[src/rtl/truth_table_pkg.sv]
// Shared types and helpers for the truth-table sweeper.
// Contents:
//   state_e        - sweeper FSM states
//   ROWS, ROW_W    - number of input rows of a 3-input gate and the row index width
//   row_bit_index  - position of a row's result bit in the hex code (row 0 lands in bit 7)
//   majority3      - 2-of-3 vote used when multi-sample capture is enabled
package truth_table_pkg;

  typedef enum logic [1:0] {
    StIdle,
    StSettle,
    StSample,
    StDone
  } state_e;

  localparam int unsigned ROWS  = 8;
  localparam int unsigned ROW_W = 3;

  function automatic logic [ROW_W-1:0] row_bit_index(input logic [ROW_W-1:0] row);
    return ROW_W'(ROWS - 1) - row;
  endfunction

  function automatic logic majority3(input logic a, input logic b, input logic c);
    return (a & b) | (a & c) | (b & c);
  endfunction

endpackage

[src/rtl/bit_synchronizer.sv]
// Multi-flop synchronizer for a single asynchronous bit.
// Ports:
//   clk    - destination clock
//   rst_n  - asynchronous active-low reset, clears every stage to 0
//   d      - asynchronous input
//   q      - synchronized output, STAGES clock edges behind d
module bit_synchronizer #(
  parameter int unsigned STAGES = 2
) (
  input  logic clk,
  input  logic rst_n,
  input  logic d,
  output logic q
);

  logic [STAGES-1:0] ff;

  always_ff @(posedge clk or negedge rst_n) begin
    if (!rst_n) begin
      ff <= '0;
    end else begin
      ff <= {ff[STAGES-2:0], d};
    end
  end

  assign q = ff[STAGES-1];

endmodule

[src/rtl/truth_table_sweeper.sv]
// Sweep/capture stage around a 3-input logic module. Drives {in1,in2,in3} through rows
// 000..111, waits SETTLE_CYCLES per row, samples the synchronized module output and assembles
// the 8-bit truth-table code (row r -> bit 7-r), then compares it with a latched expected code.
//
// Optional feature (macro TRUTH_TABLE_SWEEPER_VOTE_EN): the sample phase lasts 3 cycles and
// the captured bit is the majority of 3 consecutive synchronized samples.
//
// Reset release on rst_n is assumed to be synchronous to clk (assertion may be asynchronous).
//
// Ports:
//   clk       - clock
//   rst_n     - asynchronous active-low reset
//   start     - one-cycle sweep request (ignored while busy or during the done pulse)
//   expected  - expected code, latched when a start is accepted
//   in1..in3  - row drive to the logic module (in1 = MSB)
//   dut_out   - logic module output, asynchronous to clk
//   busy      - sweep in progress
//   done      - one-cycle completion pulse
//   table_out - captured truth-table code, held until the next accepted start
//   match     - table_out equals the latched expected code, valid from done onward
module truth_table_sweeper
  import truth_table_pkg::*;
#(
  parameter int unsigned SETTLE_CYCLES = 4,
  parameter int unsigned SYNC_STAGES   = 2
) (
  input  logic       clk,
  input  logic       rst_n,
  input  logic       start,
  input  logic [7:0] expected,
  output logic       in1,
  output logic       in2,
  output logic       in3,
  input  logic       dut_out,
  output logic       busy,
  output logic       done,
  output logic [7:0] table_out,
  output logic       match
);

  localparam int unsigned CntW = $clog2(SETTLE_CYCLES + 1);

  state_e           state;
  logic [ROW_W-1:0] row;
  logic [CntW-1:0]  cnt;
  logic [7:0]       exp_code;
  logic             sync_out;
  logic             capture_now;
  logic             capture_bit;

  bit_synchronizer #(
    .STAGES(SYNC_STAGES)
  ) u_sync (
    .clk  (clk),
    .rst_n(rst_n),
    .d    (dut_out),
    .q    (sync_out)
  );

`ifdef TRUTH_TABLE_SWEEPER_VOTE_EN
  logic [1:0] vote_idx;
  logic [1:0] votes;

  // Third sample of the window decides, together with the two stored ones.
  assign capture_now = (vote_idx == 2'd2);
  assign capture_bit = majority3(votes[1], votes[0], sync_out);
`else
  assign capture_now = 1'b1;
  assign capture_bit = sync_out;
`endif

  always_ff @(posedge clk or negedge rst_n) begin
    if (!rst_n) begin
      state     <= StIdle;
      row       <= '0;
      cnt       <= '0;
      exp_code  <= '0;
      in1       <= 1'b0;
      in2       <= 1'b0;
      in3       <= 1'b0;
      busy      <= 1'b0;
      done      <= 1'b0;
      table_out <= '0;
      match     <= 1'b0;
`ifdef TRUTH_TABLE_SWEEPER_VOTE_EN
      vote_idx  <= '0;
      votes     <= '0;
`endif
    end else begin
      done <= 1'b0;
      unique case (state)
        StIdle: begin
          // !done rejects a start that coincides with the completion pulse.
          if (start && !done) begin
            exp_code        <= expected;
            row             <= '0;
            {in1, in2, in3} <= '0;
            cnt             <= '0;
            table_out       <= '0;
            match           <= 1'b0;
            busy            <= 1'b1;
            state           <= StSettle;
          end
        end
        StSettle: begin
          if (cnt == CntW'(SETTLE_CYCLES - 1)) begin
            cnt   <= '0;
            state <= StSample;
          end else begin
            cnt <= cnt + CntW'(1);
          end
        end
        StSample: begin
`ifdef TRUTH_TABLE_SWEEPER_VOTE_EN
          if (!capture_now) begin
            votes    <= {votes[0], sync_out};
            vote_idx <= vote_idx + 2'd1;
          end else begin
            vote_idx <= '0;
          end
`endif
          if (capture_now) begin
            table_out[row_bit_index(row)] <= capture_bit;
            if (row == ROW_W'(ROWS - 1)) begin
              // Rows stay at 111 until the next start.
              state <= StDone;
            end else begin
              row             <= row + ROW_W'(1);
              {in1, in2, in3} <= row + ROW_W'(1);
              state           <= StSettle;
            end
          end
        end
        StDone: begin
          done  <= 1'b1;
          busy  <= 1'b0;
          match <= (table_out == exp_code);
          state <= StIdle;
        end
        default: state <= StIdle;
      endcase
    end
  end

endmodule

[config.mk]
export PLATFORM = sky130hd
export DESIGN_NAME = truth_table_sweeper
export DESIGN_NICKNAME = d
export VERILOG_FILES = /design/src/rtl/truth_table_pkg.sv /design/src/rtl/bit_synchronizer.sv /design/src/rtl/truth_table_sweeper.sv
export SDC_FILE = /design/constraint.sdc
export NUM_CORES = 1
export LEC_CHECK = 0
export CAP_MARGIN = 10
export CORE_ASPECT_RATIO = 0.5
export CORE_UTILIZATION = 30
export CTS_CLUSTER_DIAMETER = 30
export CTS_CLUSTER_SIZE = 20
export DETAILED_ROUTE_END_ITERATION = 16
export PLACE_DENSITY = 0.61
export SYNTH_ARGS = -nofsm -noshare
export SYNTH_HDL_FRONTEND = slang
export SYNTH_SLANG_ARGS = --single-unit
[constraint.sdc]
create_clock -name clk -period 1.6 [get_ports clk]
set_clock_uncertainty 0.15 [all_clocks]
set_input_delay 0.32 -clock clk [delete_from_list [all_inputs] [get_ports clk]]
set_output_delay 0.32 -clock clk [all_outputs]
set_load 0.01 [all_outputs]
## After elaboration in Yosys (flattened, before gate mapping)

Index checks and enable logic that the tools add are counted.

- Bits of input ports: 12
- Word-level logic and storage cells: 64
- Bits in registers: 32

- Reduce and logical (&&, ||, !) cells: 13
- $add $sub $neg: 3
- Equality and inequality tests: 9
- Order comparisons: 2
- Mux-type cells: 25

Operators with widths:

| operator | number |
|---|---|
| case mux 8 bit (2 select lines) | 1 |
| case mux 3 bit (2 select lines) | 2 |
| case mux 1 bit (2 select lines) | 5 |
| AND reduction 2 bit | 5 |
| two-way mux 3 bit | 3 |
| bitwise mux 8 bit | 1 |
| equality test 8 bit | 1 |
| two-way mux 8 bit | 1 |
| case mux 2 bit (4 select lines) | 1 |
| two-way mux 1 bit | 7 |
| adder 3 x 1 -> 3 bit, second input constant | 2 |
| two-way mux 2 bit | 3 |
| != test 2 bit, second input constant | 3 |
| nonzero test 2 bit | 3 |
| equality test 2 bit, second input constant | 2 |
| < comparator 3 x 4 -> 1 bit, second input constant | 1 |
| demux 1 bit (select 3 bit) | 1 |
| equality test 3 x 2 -> 1 bit, second input constant | 1 |
| equality test 3 bit, second input constant | 1 |
| >= comparator 3 x 1 -> 1 bit, second input constant | 1 |
| AND reduction 3 bit | 1 |
| subtractor 3 bit, first input constant | 1 |
| equality test 2 x 1 -> 1 bit, second input constant | 1 |
| logical AND 1 bit | 2 |
| other kinds (2) | 2 |

## Logic depth before layout (Yosys ltp)

Gate-level depths: netlist (run 1).

- Depth in word-level cells: 7
- Mapped depth: 5

## By module

From an unflattened synthesis (run 1), not the netlist that was laid out.

- Cell total of the unflattened synthesis: 128
- Area total of the unflattened synthesis: 1,352.5 um^2

Modules (own cells, without submodules):

| module | seq. area each (um^2) | instances | area each (um^2) | cells an instance |
|---|---|---|---|---|
| truth_table_sweeper | 675.6 | 1 | 1,302.5 | 126 |
| bit_synchronizer | 50.0 | 1 | 50.0 | 2 |

## Worst setup path before layout (run 1)

Ideal clock, no wire load.

- Kind: register -> register
- Start: reg, netlist name in3
- End: reg in3
- Cell stages (with the launch flop): 6
- Setup slack: -0.171 ns
- Arrival: 1.496 ns
- Clock period less this slack: 1.771 ns
- Cell sequence: dfrtp_1 -> ha_1 -> ha_1 -> nor3b_1 -> nor2_1 -> mux2_2

RTL lines:

| item | RTL line | RTL |
|---|---|---|
| to (signal assigned) | truth_table_sweeper.sv:129 | `{in1, in2, in3} <= row + ROW_W'(1);` |
| to (decl) | truth_table_sweeper.sv:33 | `output logic in3,` |

## Final worst setup path (run 1)

- Start: reg done
- End: reg table_out[0]

- Longest elaborated chain between the ends: 4

Ends and longest elaborated chain:

| item | RTL line | RTL |
|---|---|---|
| from (decl) | truth_table_sweeper.sv:36 | `output logic done,` |
| from (signal assigned) | truth_table_sweeper.sv:82 | `done <= 1'b0;` |
| from (signal assigned) | truth_table_sweeper.sv:90 | `done <= 1'b0;` |
| from (signal assigned) | truth_table_sweeper.sv:135 | `done <= 1'b1;` |
| zero test 1 bit | truth_table_sweeper.sv:94 | `if (start && !done) begin` |
| logical AND 1 bit | truth_table_sweeper.sv:94 |  |
| != test 2 bit (no line) | - |  |
| AND reduction 2 bit (no line) | - |  |
| to (signal, indexed assignment) | truth_table_sweeper.sv:123 | `table_out[row_bit_index(row)] <= capture_bit;` |
| to (decl) | truth_table_sweeper.sv:37 | `output logic [7:0] table_out,` |

Every way passes these cells.
A chain may end at the register's enable or synchronous reset.

==> results of run 1 <==
-- sequential cells by signal (all words and copies together), names as in the netlist --
signal and count:
exp_code 8, table_out 8, cnt 3, state 2, u_sync.ff 2, busy 1
done 1, in1 1, in2 1, in3 1, match 1
-- cell type report --
type,instances,area [sq um],share of cell area [%]
Clock buffer,6,72.6,3.70
Clock inverter,1,5.00,0.255
Inverter,5,18.8,0.957
Multi-Input combinational cell,87,646,32.9
Sequential cell,29,729,37.2
Tap cell,54,67.6,3.45
Timing Repair Buffer,44,422,21.5
-- synthesized netlist by cell type, drive strengths merged --
master,number,area [sq um]
o311ai,1,8.76
or4b,1,13.8
buf,3,33.8
nand2b,1,6.26
xnor2,8,70.1
nor4b,1,23.8
nand3b,4,30.0
mux2,1,11.3
nand2,35,131
o31ai,3,22.5
clkbuf,3,21.3
a22o,2,20.0
mux2i,6,60.1
o21ai,3,15.0
nand3,6,30.0
o21bai,1,7.51
dfrtp,29,726
nand4,1,6.26
inv,5,18.8
nor3b,4,30.0
nor2,2,7.51
o211ai,1,12.5
o41ai,1,8.76
a21oi,1,5.00
o211a,1,10.0
ha,3,37.5
-- metal layers --
metal  global-route usage (%)  share of wire (%)  vias to the layer above
met3                     3.40                2.1                        3
met4                     4.41               0.33                        0
met2                     22.0                 47                       11
met1                     18.7                 50                      501
li1                         -                  -                      520
met5                        0                  0                        -
-- kinds of logic after synthesis --
group	after synthesis
multiplexers	7
AND/OR/NAND/NOR	55
adder cells (fa/ha/maj)	3
buffers and inverters	11
XOR/XNOR	8
flip-flops	29
AO/OA/AOI/OAI	14
-- timing repair --
action | CTS | global route
buffers inserted | 5 | 0
gates cloned | 1 | 1
endpoints found under the setup margin | 24 | 20
pin swaps | 2 | 7
resized for setup | 20 | 16
-- final timing paths --
check / startpoint / endpoint / slack [ns] / cells after the start
worst max-delay path: done / table_out[0] / -0.007 / 4
worst min-delay path: u_sync.ff[0] / u_sync.ff[1] / 0.20 / 0
worst max register to register: done / table_out[0] / -0.007 / 4
worst min register to register: u_sync.ff[0] / u_sync.ff[1] / 0.20 / 0
max in group asynchronous: rst_n / in3 / 0.87 / 2
min in group asynchronous: rst_n / cnt[1] / 0.25 / 2
-- critical path: stages (launching register included) --
cell,delay (ns)
dfrtp_2,0.41
or4b_4,0.62
buf_8,0.17
o211ai_2,0.05
o31ai_1,0.09
-- stage by stage --
stage | util [%] | total power, uW | setup WS (ns) | instance area [sq um]
2_1_floorplan | - | 1800 | -0.0213 | 1410
3_3_place_gp | 43.3 | 2140 | -0.294 | 1780
3_5_place_dp | 43.3 | 2170 | -0.323 | 1780
4_1_cts | 46.6 | 2810 | -0.0465 | 1920
5_1_grt | 47.5 | 3070 | -0.0486 | 1960
6_report | 47.5 | 2850 | -0.00675 | 1960
-- power by group through the flow --
stage / logic (uW) / clock network (uW) / registers (uW)
after detailed placement: 1040 / 0 / 1130
after global routing: 1330 / 611 / 1130
after global placement: 1010 / 0 / 1120
final: 1190 / 557 / 1100
after floorplan: 687 / 0 / 1120
after CTS: 1160 / 564 / 1090
-- placed cells by master, fill, tap and decap left out, types with 2 or more instances in the layout --
cell,n
o21ai_1,2
nand2_1,27
clkdlybuf4s15_1,2
inv_1,5
nand2_2,8
nand3_2,2
a22o_2,2
clkbuf_8,5
ha_4,2
mux2i_1,6
dfrtp_2,3
buf_6,2
nand3b_1,4
dlygate4sd2_1,13
dfrtp_1,26
clkdlybuf4s50_1,10
o31ai_1,2
nor3b_1,3
nand3_1,4
buf_4,13
xnor2_1,8
==> results.sh, run 1 <==
export IMPL_outcome="finished, violations left"
export IMPL_violations="negative setup slack"
export IMPL_start_util_pct=33.2
export IMPL_fin_ws_ns=-0.00675
export IMPL_dp_cells=213
export IMPL_drt_iter0_drc=47
export IMPL_dieWidth_um=97.5
export IMPL_die_area_sq_um=4850
export IMPL_syn_to_final_growth_pct=43.4
export IMPL_comb_power_share_pct=41.8
export IMPL_antenna_found_initial=0
export IMPL_setup_viol=2
export IMPL_syn_area_per_cell_sq_um=10.8
export IMPL_via_count=1035
export IMPL_grt_setup_unrepaired="yes"
export IMPL_grt_pass1_vias=1072
export IMPL_relSlewSlack_pct=78.4
export IMPL_wl_per_cell_um=13.3
export IMPL_cts_tree="done"
export IMPL_crit_fanout=6
export IMPL_place_port_buffers=25
export IMPL_hold_ws_ns=0.200
export IMPL_drive_gt1_share_pct=28.5
export IMPL_htreeDepth=2
export IMPL_ir_worst_vdd_uv=421
export IMPL_hold_class="reg2reg"
export IMPL_via_per_inst=4.58
export IMPL_p_leak_uw=0.000938
export IMPL_swShare_pct=35.4
export IMPL_syn_area_sq_um=1370
export IMPL_synth_distinct_cells=28
export IMPL_end_kind="register"
export IMPL_p_seq_share_pct=38.6
export IMPL_synth_nets=142
export IMPL_num_rows=16
export IMPL_gp_congestion=0.728
export IMPL_synth_top_family_by_area="simple AND/OR/NAND/NOR gates"
export IMPL_drc=0
export IMPL_yosys_warnings=0
export IMPL_finalCritPeriodShare_pct=100
export IMPL_synthSimpleGateAreaFrac_pct=20.4
export IMPL_hold_violations=0
export IMPL_synth_xor_area_share_pct=5.12
export IMPL_grt_max_degree=30
export IMPL_required_ns=1.59
export IMPL_critPathArrivalTime_ns=1.60
export IMPL_drt_wl_total_um=3010
export IMPL_dr_pass1_iters=4
export IMPL_p_int_uw=1840
export IMPL_worstSkewPairLatency_ns=0.27
export IMPL_switchingPower_uw=1010
export IMPL_grt_pass1_wl_um=5130
export IMPL_core_area_sq_um=4120
export IMPL_synth_fa_ha_area_share_pct=2.74
export IMPL_synth_compound_gate_area_share_pct=8.05
export IMPL_fin_cells=226
export IMPL_path_class="reg2reg"
export IMPL_fmax_mhz=622
export IMPL_finalCriticalPeriod_ns=1.61
export IMPL_antennaDiodeCount=0
export IMPL_grtUsageTotal_pct=13.8
export IMPL_dp_hpwl_um=2090
export IMPL_maxSlewViolCount=0
export IMPL_clockBufferDepth=2
export IMPL_io_pins=26
export IMPL_ys_seq_area_share_pct=53.1
export IMPL_clk_pin_slew_worst_paths_ns=0.06
export IMPL_ys_ff_latch=29
export IMPL_pwr_share_clk_pct=19.6
export IMPL_root_buffer="clkbuf_8"
export IMPL_cts_inserted_buffers=5
export IMPL_clock_sinks=29
export IMPL_die_y_um=49.7
export IMPL_ant_nets=0
export IMPL_max_cap_viol_count=0
export IMPL_grt_ovfl_total=0
export IMPL_num_fill_cells=385
export IMPL_nNetsFinal=187
export IMPL_muxShareOfSynthArea_pct=5.22
export IMPL_setup_tns_final_ns=-0.00770
export IMPL_tightest_slew_ns=0.319
export IMPL_p_per_area_nw_per_um2=1450
export IMPL_start_kind="register"
export IMPL_synthCells=127
export IMPL_holdBufCountCts=0
No activity file was read; power rests on OpenSTA's default activity.
==> run 2: changes to the inputs <==
REMOVE_ABC_BUFFERS = 1   (was default)
==> results.sh, run 2 (synthesis results as in run 1) <==
export IMPL_ir_worst_vdd_uv=419
export IMPL_dieWidth_um=97.5
export IMPL_num_fill_cells=381
export IMPL_seqCellArea_sq_um=726
export IMPL_mostFrequentLayoutCells="30 x nand2_1, 29 x dfrtp_1, 15 x dlygate4sd2_1"
export IMPL_place_port_buffers=25
export IMPL_drt_iter0_drc=66
export IMPL_crit_fanout=3
export IMPL_via_per_inst=4.65
export IMPL_dp_cells=219
export IMPL_reg_largest_list="exp_code (8), table_out (8), cnt (3)"
export IMPL_holdBufCountCts=0
export IMPL_drive_gt1_share_pct=26.0
export IMPL_die_y_um=49.7
export IMPL_fin_ws_ns=0.0225
export IMPL_critPathArrivalTime_ns=1.58
export IMPL_hold_path_startpoint="u_sync.ff[0]"
export IMPL_via_count=1055
export IMPL_hold_violations=0
export IMPL_max_cap_viol_count=0
export IMPL_grtUsageTotal_pct=13.1
export IMPL_tightest_slew_ns=0.291
export IMPL_grt_pass1_wl_um=4840
export IMPL_grt_setup_unrepaired="yes"
export IMPL_clock_sinks=29
export IMPL_htreeDepth=2
export IMPL_grt_ovfl_total=0
export IMPL_syn_to_final_growth_pct=42.9
export IMPL_start_kind="register"
export IMPL_grt_max_degree=30
export IMPL_finalCritPeriodShare_pct=98.6
export IMPL_p_per_area_nw_per_um2=1450
export IMPL_gp_congestion=0.755
export IMPL_required_ns=1.61
export IMPL_grt_pass1_vias=1040
export IMPL_p_leak_uw=0.000958
export IMPL_drc=0
export IMPL_rr_startpoint="in2"
export IMPL_start_util_pct=33.2
export IMPL_cts_tree="done"
export IMPL_maxSlewViolCount=0
export IMPL_dr_pass1_iters=4
export IMPL_hold_ws_ns=0.197
export IMPL_core_area_sq_um=4120
export IMPL_outcome="completed"
export IMPL_path_class="reg2reg"
export IMPL_worstSkewPairLatency_ns=0.27
export IMPL_end_kind="register"
export IMPL_setup_viol=0
export IMPL_ant_nets=0
export IMPL_antenna_found_initial=0
export IMPL_place_ws_ns=-0.313
export IMPL_die_area_sq_um=4850
export IMPL_clk_pin_slew_worst_paths_ns=0.05
export IMPL_hold_class="reg2reg"
export IMPL_cts_inserted_buffers=5
export IMPL_root_buffer="clkbuf_8"
export IMPL_drt_wl_total_um=2890
export IMPL_multi_input_area_sq_um=634
export IMPL_antennaDiodeCount=0
export IMPL_fmax_mhz=634
export IMPL_relSlewSlack_pct=80.5
export IMPL_final_common_cell="nand2_1"
export IMPL_critPathLaunch="in2"
export IMPL_nNetsFinal=188
export IMPL_wl_per_cell_um=12.7
export IMPL_clockBufferDepth=2
export IMPL_io_pins=26
export IMPL_fin_cells=227
export IMPL_num_rows=16
export IMPL_dp_hpwl_um=2080
export IMPL_finalCriticalPeriod_ns=1.58
run 2: changes by cell type in the layout (fill, tap and decap cells not counted), moves of 3 or more:
cell / previous run / this run
nand2_2: 8 / 5
dfrtp_2: 3 / 0
dfrtp_1: 26 / 29
nand2_1: 27 / 30
run 2: repair_timing:
item                       4_1_cts  5_1_grt
setup endpoints to repair       25       12
resized for setup               17       18
pin swaps                        0        6
buffers inserted                 0        1
run 2: worst max-delay path: stages (launching register included):
cell and delay (ns):
dfrtp_1 0.39, ha_2 0.19, ha_4 0.16, nor3b_4 0.22
nor2_2 0.08, mux2_2 0.27
run 2: area by class of cell:
class                   count  share of cell area, %
flip-flops and latches     29                   37.1
well taps                  54                   3.46
multi-input cells          87                   32.5
inverters                   5                  0.960
clock buffers               7                   4.42
repair buffers             45                   21.6
run 2: metal layers:
metal	wire length, um	part of all wire, %	up-vias	GRT usage [%]
li1	-	-	522	-
met1	1470	51	510	17.9
met2	1270	44	19	19.0
met3	113	3.9	4	4.40
met4	40	1.4	0	5.15
met5	0	0	-	0
run 2: where the power goes:
part           internal [uW]  total [uW]  switching [uW]
Clock                    340         591             251
Sequential               940        1090             153
Combinational            583        1140             558
run 2: path summary, 6_finish.rpt:
kind | to | slack [ns] | depth (start not counted)
setup / recovery | in3 | 0.02 | 5
hold / removal | u_sync.ff[1] | 0.20 | 0
setup reg to reg | in3 | 0.02 | 5
hold reg to reg | u_sync.ff[1] | 0.20 | 0
max in group asynchronous | exp_code[3] | 0.89 | 2
min in group asynchronous | in1 | 0.25 | 2
run 2: through the flow:
step	setup TNS, ns	power (uW)	utilization, %	area [sq um]
floorplan	-0.720	1670	-	1310
global placement	-6.12	2160	43.6	1800
detailed placement	-6.20	2200	43.6	1800
CTS	0	2770	45.4	1870
global route	-0.250	3030	47.4	1950
finish	0	2830	47.4	1950
